$ cat config.mk
export PLATFORM = sky130hd
export DESIGN_NAME = round_robin_arbiter_v2
export DESIGN_NICKNAME = d
export VERILOG_FILES = /design/src/rtl/round_robin_arbiter_v2.sv
export SDC_FILE = /design/constraint.sdc
export NUM_CORES = 1
export LEC_CHECK = 0
export CORE_AREA = 4 4 41 43
export DETAILED_ROUTE_END_ITERATION = 8
export DIE_AREA = 0 0 45 47
export PLACE_DENSITY_LB_ADDON = 0.3
export SLEW_MARGIN = 30
export SYNTH_ARGS = -nofsm -noshare
export SYNTH_HDL_FRONTEND = slang
export SYNTH_SLANG_ARGS = --single-unit
$ cat constraint.sdc
create_clock -name sys_clk_i -period 1.7 [get_ports sys_clk_i]
set_input_delay 0.51 -clock sys_clk_i [delete_from_list [all_inputs] [get_ports sys_clk_i]]
set_output_delay 0.51 -clock sys_clk_i [all_outputs]
set_load 0.02 [all_outputs]
$ cat src/rtl/round_robin_arbiter_v2.sv
// Registered round-robin arbiter: rotating-priority grant, one-cycle latency.
// Defining RR_GRANT_IDX_EN adds registered grant_valid_o / grant_idx_o outputs.
module round_robin_arbiter_v2 #(
    parameter int REQUIRE_NUM = 4
) (
    input  logic                           sys_clk_i,
    input  logic                           rst_i,
    input  logic [REQUIRE_NUM-1:0]         request_i,
    output logic [REQUIRE_NUM-1:0]         respond_o
`ifdef RR_GRANT_IDX_EN
    ,
    output logic                           grant_valid_o,
    output logic [$clog2(REQUIRE_NUM)-1:0] grant_idx_o
`endif
);

    localparam int PTR_W = $clog2(REQUIRE_NUM);

    logic [PTR_W-1:0]       ptr;
    logic [PTR_W-1:0]       win_idx;
    logic [PTR_W-1:0]       next_ptr;
    logic [PTR_W:0]         cand_ext;
    logic [PTR_W-1:0]       cand;
    logic                   found;
    logic [REQUIRE_NUM-1:0] grant_next;

    // Scan from ptr upward with wrap-around; the extra cand_ext bit keeps
    // ptr+i from overflowing before the wrap is applied.
    // NOTE: every variable gets a default before the loop so no path can
    // leave it unassigned and infer a latch.
    always_comb begin
        found      = 1'b0;
        win_idx    = '0;
        cand_ext   = '0;
        cand       = '0;
        grant_next = '0;
        for (int i = 0; i < REQUIRE_NUM; i++) begin
            cand_ext = {1'b0, ptr} + (PTR_W+1)'(i);
            if (cand_ext >= (PTR_W+1)'(REQUIRE_NUM))
                cand_ext = cand_ext - (PTR_W+1)'(REQUIRE_NUM);
            cand = cand_ext[PTR_W-1:0];
            if (!found && request_i[cand]) begin
                found   = 1'b1;
                win_idx = cand;
            end
        end
        if (found)
            grant_next[win_idx] = 1'b1;
    end

    assign next_ptr = (win_idx == PTR_W'(REQUIRE_NUM - 1)) ? '0 : win_idx + 1'b1;

    // NOTE: state registers use non-blocking assignments so every flop
    // samples the pre-edge values regardless of statement order.
    always_ff @(posedge sys_clk_i or posedge rst_i) begin
        if (rst_i) begin
            respond_o <= '0;
            ptr       <= '0;
        end else begin
            respond_o <= grant_next;
            if (found)
                ptr <= next_ptr;
        end
    end

`ifdef RR_GRANT_IDX_EN
    always_ff @(posedge sys_clk_i or posedge rst_i) begin
        if (rst_i) begin
            grant_valid_o <= 1'b0;
            grant_idx_o   <= '0;
        end else begin
            grant_valid_o <= found;
            grant_idx_o   <= win_idx;
        end
    end
`endif

endmodule

==> impl_metrics.ini, run 1 <==
[yosys]
synth.avg_cell_area_um2 = 10.5
syn_inst = 35
synth_top_area_frac = 0.407
syn-num-nets = 45
ys_types = 19
synth_area_leaders = dfrtp_1, ha_1, and2b_1, nor4_4, nand2b_1
synth_seq_area_share = 0.407
synth_seq_cells = 6
async_reset_ff_frac = 1.00
synth_common_cells = dfrtp_1, and2b_1, ha_1
synth.cell_area_um2 = 369
synth_ff_type = dfrtp_1
synth.largest_area_cell = dfrtp_1
synth-edff-count = 0
ys.warnings.count = 0
synth_most_common_cell = dfrtp_1

[setup_path]
path_max_fanout = 1
cp.buffers_inverters = 1
reg2regPathDepth = 5
cp-start-kind = flip-flop
cp_top_family = buffers and inverters
cp.depth = 1
cp.arrival_ps = 1150
crit_path_max_incr_delay_ps = 590
crit_slowest_cell = clkdlybuf4s50_1
cp-end-kind = output port
path_cells = clkdlybuf4s50_1
crit_required_ps = 1190
setup.worst_path.class = reg2out

[sta]
layout_setup_ws_ps = 40.8
max_slew_margin = 0.822
fmax_mhz = 603
min_period_ps = 1660
finClkSkew_ps = 2.19
min_period_over_period = 0.976
drv_slew = 0
tightest_slew_ps = 265
hold_violations = 0
rsz0062_at_grt = false
finalSetupViolCount = 0

[clock_tree]
cts_setup_buffers = 0
clock-root-buffer = clkbuf_4
numCtsBuffers = 3
cts_num_sinks = 6
cts_tree = yes
htree_levels = 1
clk_pin_slew_worst_paths_ps = 40
clk_latency_ps = 240
cts_buffer_depth = 2
cts_hold_buf = 0

[power]
power_frac_comb = 0.530
p_leak_nw = 0.301
netSwitchingPower_w = 0.000265
clock_power_share = 0.159
ir_drop_mv = 0.475
p_total_w = 0.000796
internal_power_w = 0.000531
p_sw_frac = 0.333
p_seq_frac = 0.311
p_per_area_nw_per_um2 = 1330

[floorplanning]
dieArea_um2 = 2120
die_w_um = 45
fp.dieH_um = 47
rows = 13
pin_count = 10
coreArea_um2 = 1300
initial_utilization = 0.284

[run]
drv_cap = 0

[grt]
grt_pass1_vias = 278
overflow = 0
grt_pass1_wl_um = 1160
grt_max_degree = 7
antenna_found_initial = 0
grt_use_total = 0.0834

[cells_and_area]
nets = 69
antenna_cells = 0
layout-area-overhead-vs-synth_pct = 61.7
finish.instance_area_um2 = 597
fin_cells = 72
drive_gt1_frac = 0.404

[routing]
num_vias = 315
drtPass1Iterations = 1
ant_nets = 0
viasPerCell = 4.38
drt_iter0_markers = 0
drc = 0
routedWlPerCell_um = 9.94
routed_wl_um = 716

[placement]
dp_slack_ps = -535
placed_cells = 69
place.gp.congestion = 0.685
place_area_um2 = 553
portBuffers = 9
place_hpwl_um = 593

[outcome]
outcome = finished, final reports clean

[min_path]
hp-class = in2async
-- sequential cells by signal, summed over array words and instances, names as in the netlist --
| signal | cells |
|---|---|
| ptr | 2 |
| respond_o | 4 |
-- metal layers --
layer  vias up  global-route usage  share of wire
met3         2              0.0230          0.074
li1        163                   -              -
met1       141              0.0947           0.39
met4         0              0.0877          0.015
met5         -                   0              0
met2         9               0.121           0.51
-- timing repair --
| item | in CTS | in global routing |
|---|---|---|
| resized for setup | 8 | 11 |
| endpoints found under the setup margin | 4 | 3 |
| pin swaps | 1 | 5 |
-- power by group through the flow --
stage | combinational, W | clock [W] | sequential [W]
2_1_floorplan | 0.000145 | 0 | 0.000288
3_3_place_gp | 0.000377 | 0 | 0.000247
3_5_place_dp | 0.000390 | 0 | 0.000245
4_1_cts | 0.000412 | 0.000136 | 0.000246
5_1_grt | 0.000471 | 0.000137 | 0.000255
6_report | 0.000422 | 0.000126 | 0.000248
-- cell type report --
class | count | area [um2]
Clock buffer | 3 | 22.5
Timing Repair Buffer | 19 | 154
Sequential cell | 6 | 150
Tap cell | 15 | 18.8
Multi-Input combinational cell | 27 | 244
Fill cell | 137 | 704
Inverter | 2 | 7.51
-- stage by stage --
stage	setup TNS, ps	util	hold slack, ps
final	0	0.459	480
after global routing	0	0.459	516
after CTS	0	0.449	477
after detailed placement	-1960	0.425	532
after global placement	-1840	0.425	544
after floorplan	0	-	301
-- layout by cell type, fill, tap and decap left out, drive strengths merged, types with 2 or more instances in the layout --
master	n
buf	10
nor2b	2
clkbuf	6
a21oi	2
nand2b	2
clkdlybuf4s50	5
nor2	2
ha	4
and2b	4
dfrtp	6
inv	2
-- logic make-up after synthesis --
family | count (synthesis) | synth area share
multiplexers | 1 | 0.0305
AND/OR/NAND/NOR | 18 | 0.346
adder cells (fa/ha/maj) | 4 | 0.136
flip-flops | 6 | 0.407
buffers and inverters | 2 | 0.0203
AO/OA/AOI/OAI | 4 | 0.0610
-- worst paths after layout --
kind                         startpoint           end  slack, ps
max                        respond_o[3]  respond_o[3]         40
min                               rst_i        ptr[0]        480
max reg2reg                      ptr[0]        ptr[1]         90
min reg2reg                      ptr[0]        ptr[0]        550
max in group asynchronous         rst_i  respond_o[0]       1040
min in group sys_clk_i           ptr[0]        ptr[0]        550
Power figures use the tool's default switching activity.
==> run 2: changes to the inputs <==
--- a/config.mk
+++ b/config.mk
@@ -7,4 +7,5 @@
 export LEC_CHECK = 0
 export CORE_AREA = 4 4 41 43
+export CTS_BUF_LIST = sky130_fd_sc_hd__clkbuf_8
 export DETAILED_ROUTE_END_ITERATION = 8
 export DIE_AREA = 0 0 45 47
==> constraint.sdc (replaced) <==
create_clock -name sys_clk_i -period 1.7 [get_ports sys_clk_i]
set_input_delay 0.255 -clock sys_clk_i [delete_from_list [all_inputs] [get_ports sys_clk_i]]
set_output_delay 0.255 -clock sys_clk_i [all_outputs]
set_load 0.02 [all_outputs]
==> run 2 against run 1 <==
Against the previous run: clock skew about the same; sequential share of layout area decreased by 0.41 points; global-route usage decreased by 0.48 points; largest power group unchanged.
==> impl_metrics.ini, run 2 (synthesis results as in run 1) <==
[floorplanning]
coreArea_um2 = 1300
dieArea_um2 = 2120
rows = 13
fp.dieH_um = 47
die_w_um = 45
initial_utilization = 0.284
pin_count = 10

[cells_and_area]
largest-register = respond_o
nets = 69
largest_reg_flops = 4
mostFrequentLayoutCells = buf_4, dfrtp_1, clkdlybuf4s50_1
final_common_cell = buf_4
largest_registers = respond_o: 4 flops, ptr: 2 flops
layout-area-overhead-vs-synth_pct = 64.4
fillers = 140
drive_gt1_frac = 0.298
antenna_cells = 0
fin_util = 0.466

[setup_path]
rr_startpoint = ptr[0]
crit_required_ps = 1800
setup.worst_path.class = reg2reg
timing.rr.end = ptr[1]
cp-end-kind = flip-flop
reg2regPathDepth = 5
cp-start-kind = flip-flop
cp.arrival_ps = 1710
r2r_slack_ps = 90
path_max_fanout = 4

[clock_tree]
clock-root-buffer = clkbuf_8
cts_setup_buffers = 0
clk_latency_ps = 220
clk_pin_slew_worst_paths_ps = 40
cts_tree = yes
numCtsBuffers = 3
cts_buffer_depth = 2
htree_levels = 1
cts_num_sinks = 6

[grt]
grt_pass1_vias = 271
grt_use_total = 0.0786
grt_pass1_wl_um = 1170
grt_max_degree = 7
antenna_found_initial = 0
overflow = 0

[routing]
routedWlPerCell_um = 9.79
drtPass1Iterations = 1
drt_iter0_markers = 0
ant_nets = 0
drc = 0
routed_wl_um = 705
num_vias = 320
viasPerCell = 4.44

[sta]
min_period_ps = 1610
min_period_over_period = 0.948
finalSetupViolCount = 0
fmax_mhz = 620
drv_slew = 0
max_slew_margin = 0.842
tightest_slew_ps = 235
rsz0062_at_grt = false
finClkSkew_ps = 1.99
hold_violations = 0

[power]
p_per_area_nw_per_um2 = 1390
p_total_w = 0.000846
ir_drop_mv = 0.397
p_leak_nw = 0.304

[min_path]
hp-class = in2async

[placement]
place_hpwl_um = 609
portBuffers = 9
place.gp.congestion = 0.688

[outcome]
outcome = finished, final reports clean

[run]
drv_cap = 0
## run 2: changes by cell type in the layout (fill, tap and decap cells not counted), moves of 3 or more
| cell | change |
|---|---|
| clkbuf_8 | +3 |
| clkbuf_4 | -3 |
| clkbuf_2 | -3 |
| dlygate4sd2_1 | +4 |
## run 2: critical path, cell delays in order, from the launching register on
cell and delay (ps):
dfrtp_1 400, nand2b_4 160, a21o_1 160, and3b_1 200
ha_1 290, mux2_1 280
## run 2: layout make-up
cell class	count	area [um2]	area share
Multi-Input combinational cell	27	229	0.377
Clock buffer	3	41.3	0.0680
Tap cell	15	18.8	0.0309
Sequential cell	6	150	0.247
Inverter	2	7.51	0.0124
Timing Repair Buffer	19	160	0.264
## run 2: metal layers
metal | track usage | vias up | part of all wire
li1 | - | 162 | -
met1 | 0.0876 | 145 | 0.41
met2 | 0.130 | 11 | 0.48
met3 | 0.0230 | 2 | 0.085
met4 | 0.0526 | 0 | 0.017
met5 | 0 | - | 0
## run 2: how the worst max path moves through the flow
stage	slack (ps)	from	endpoint
after detailed placement	-290	request_i[0]	ptr[1]
after global routing	20	request_i[0]	ptr[1]
final	90	ptr[0]	ptr[1]
after global placement	-240	request_i[1]	ptr[1]
after floorplan	160	ptr[0]	ptr[1]
after CTS	50	ptr[0]	ptr[1]
## run 2: metrics by stage
stage	instances	setup slack, ps	hold WS (ps)	TNS, ps	cell area (um2)
global placement	69	-239	483	-594	553
CTS	72	53.3	251	0	599
floorplan	35	156	46.0	0	369
detailed placement	69	-290	488	-648	553
finish	72	87.7	250	0	607
global route	72	19.8	284	0	607
## run 2: timing repair
| action | in CTS | in global routing |
|---|---|---|
| hold endpoints to repair | 0 | 0 |
| setup endpoints to repair | 1 | 1 |
| pin swaps | 0 | 0 |
| resized for setup | 6 | 1 |
| hold buffers | 0 | 0 |
## run 2: report_power, final
part / leakage, nW / internal, W / total (W) / switching (W)
Sequential: 0.0753 / 0.000207 / 0.000244 / 0.0000375
Clock: 0.0216 / 0.000152 / 0.000206 / 0.0000546
Combinational: 0.207 / 0.000224 / 0.000395 / 0.000172
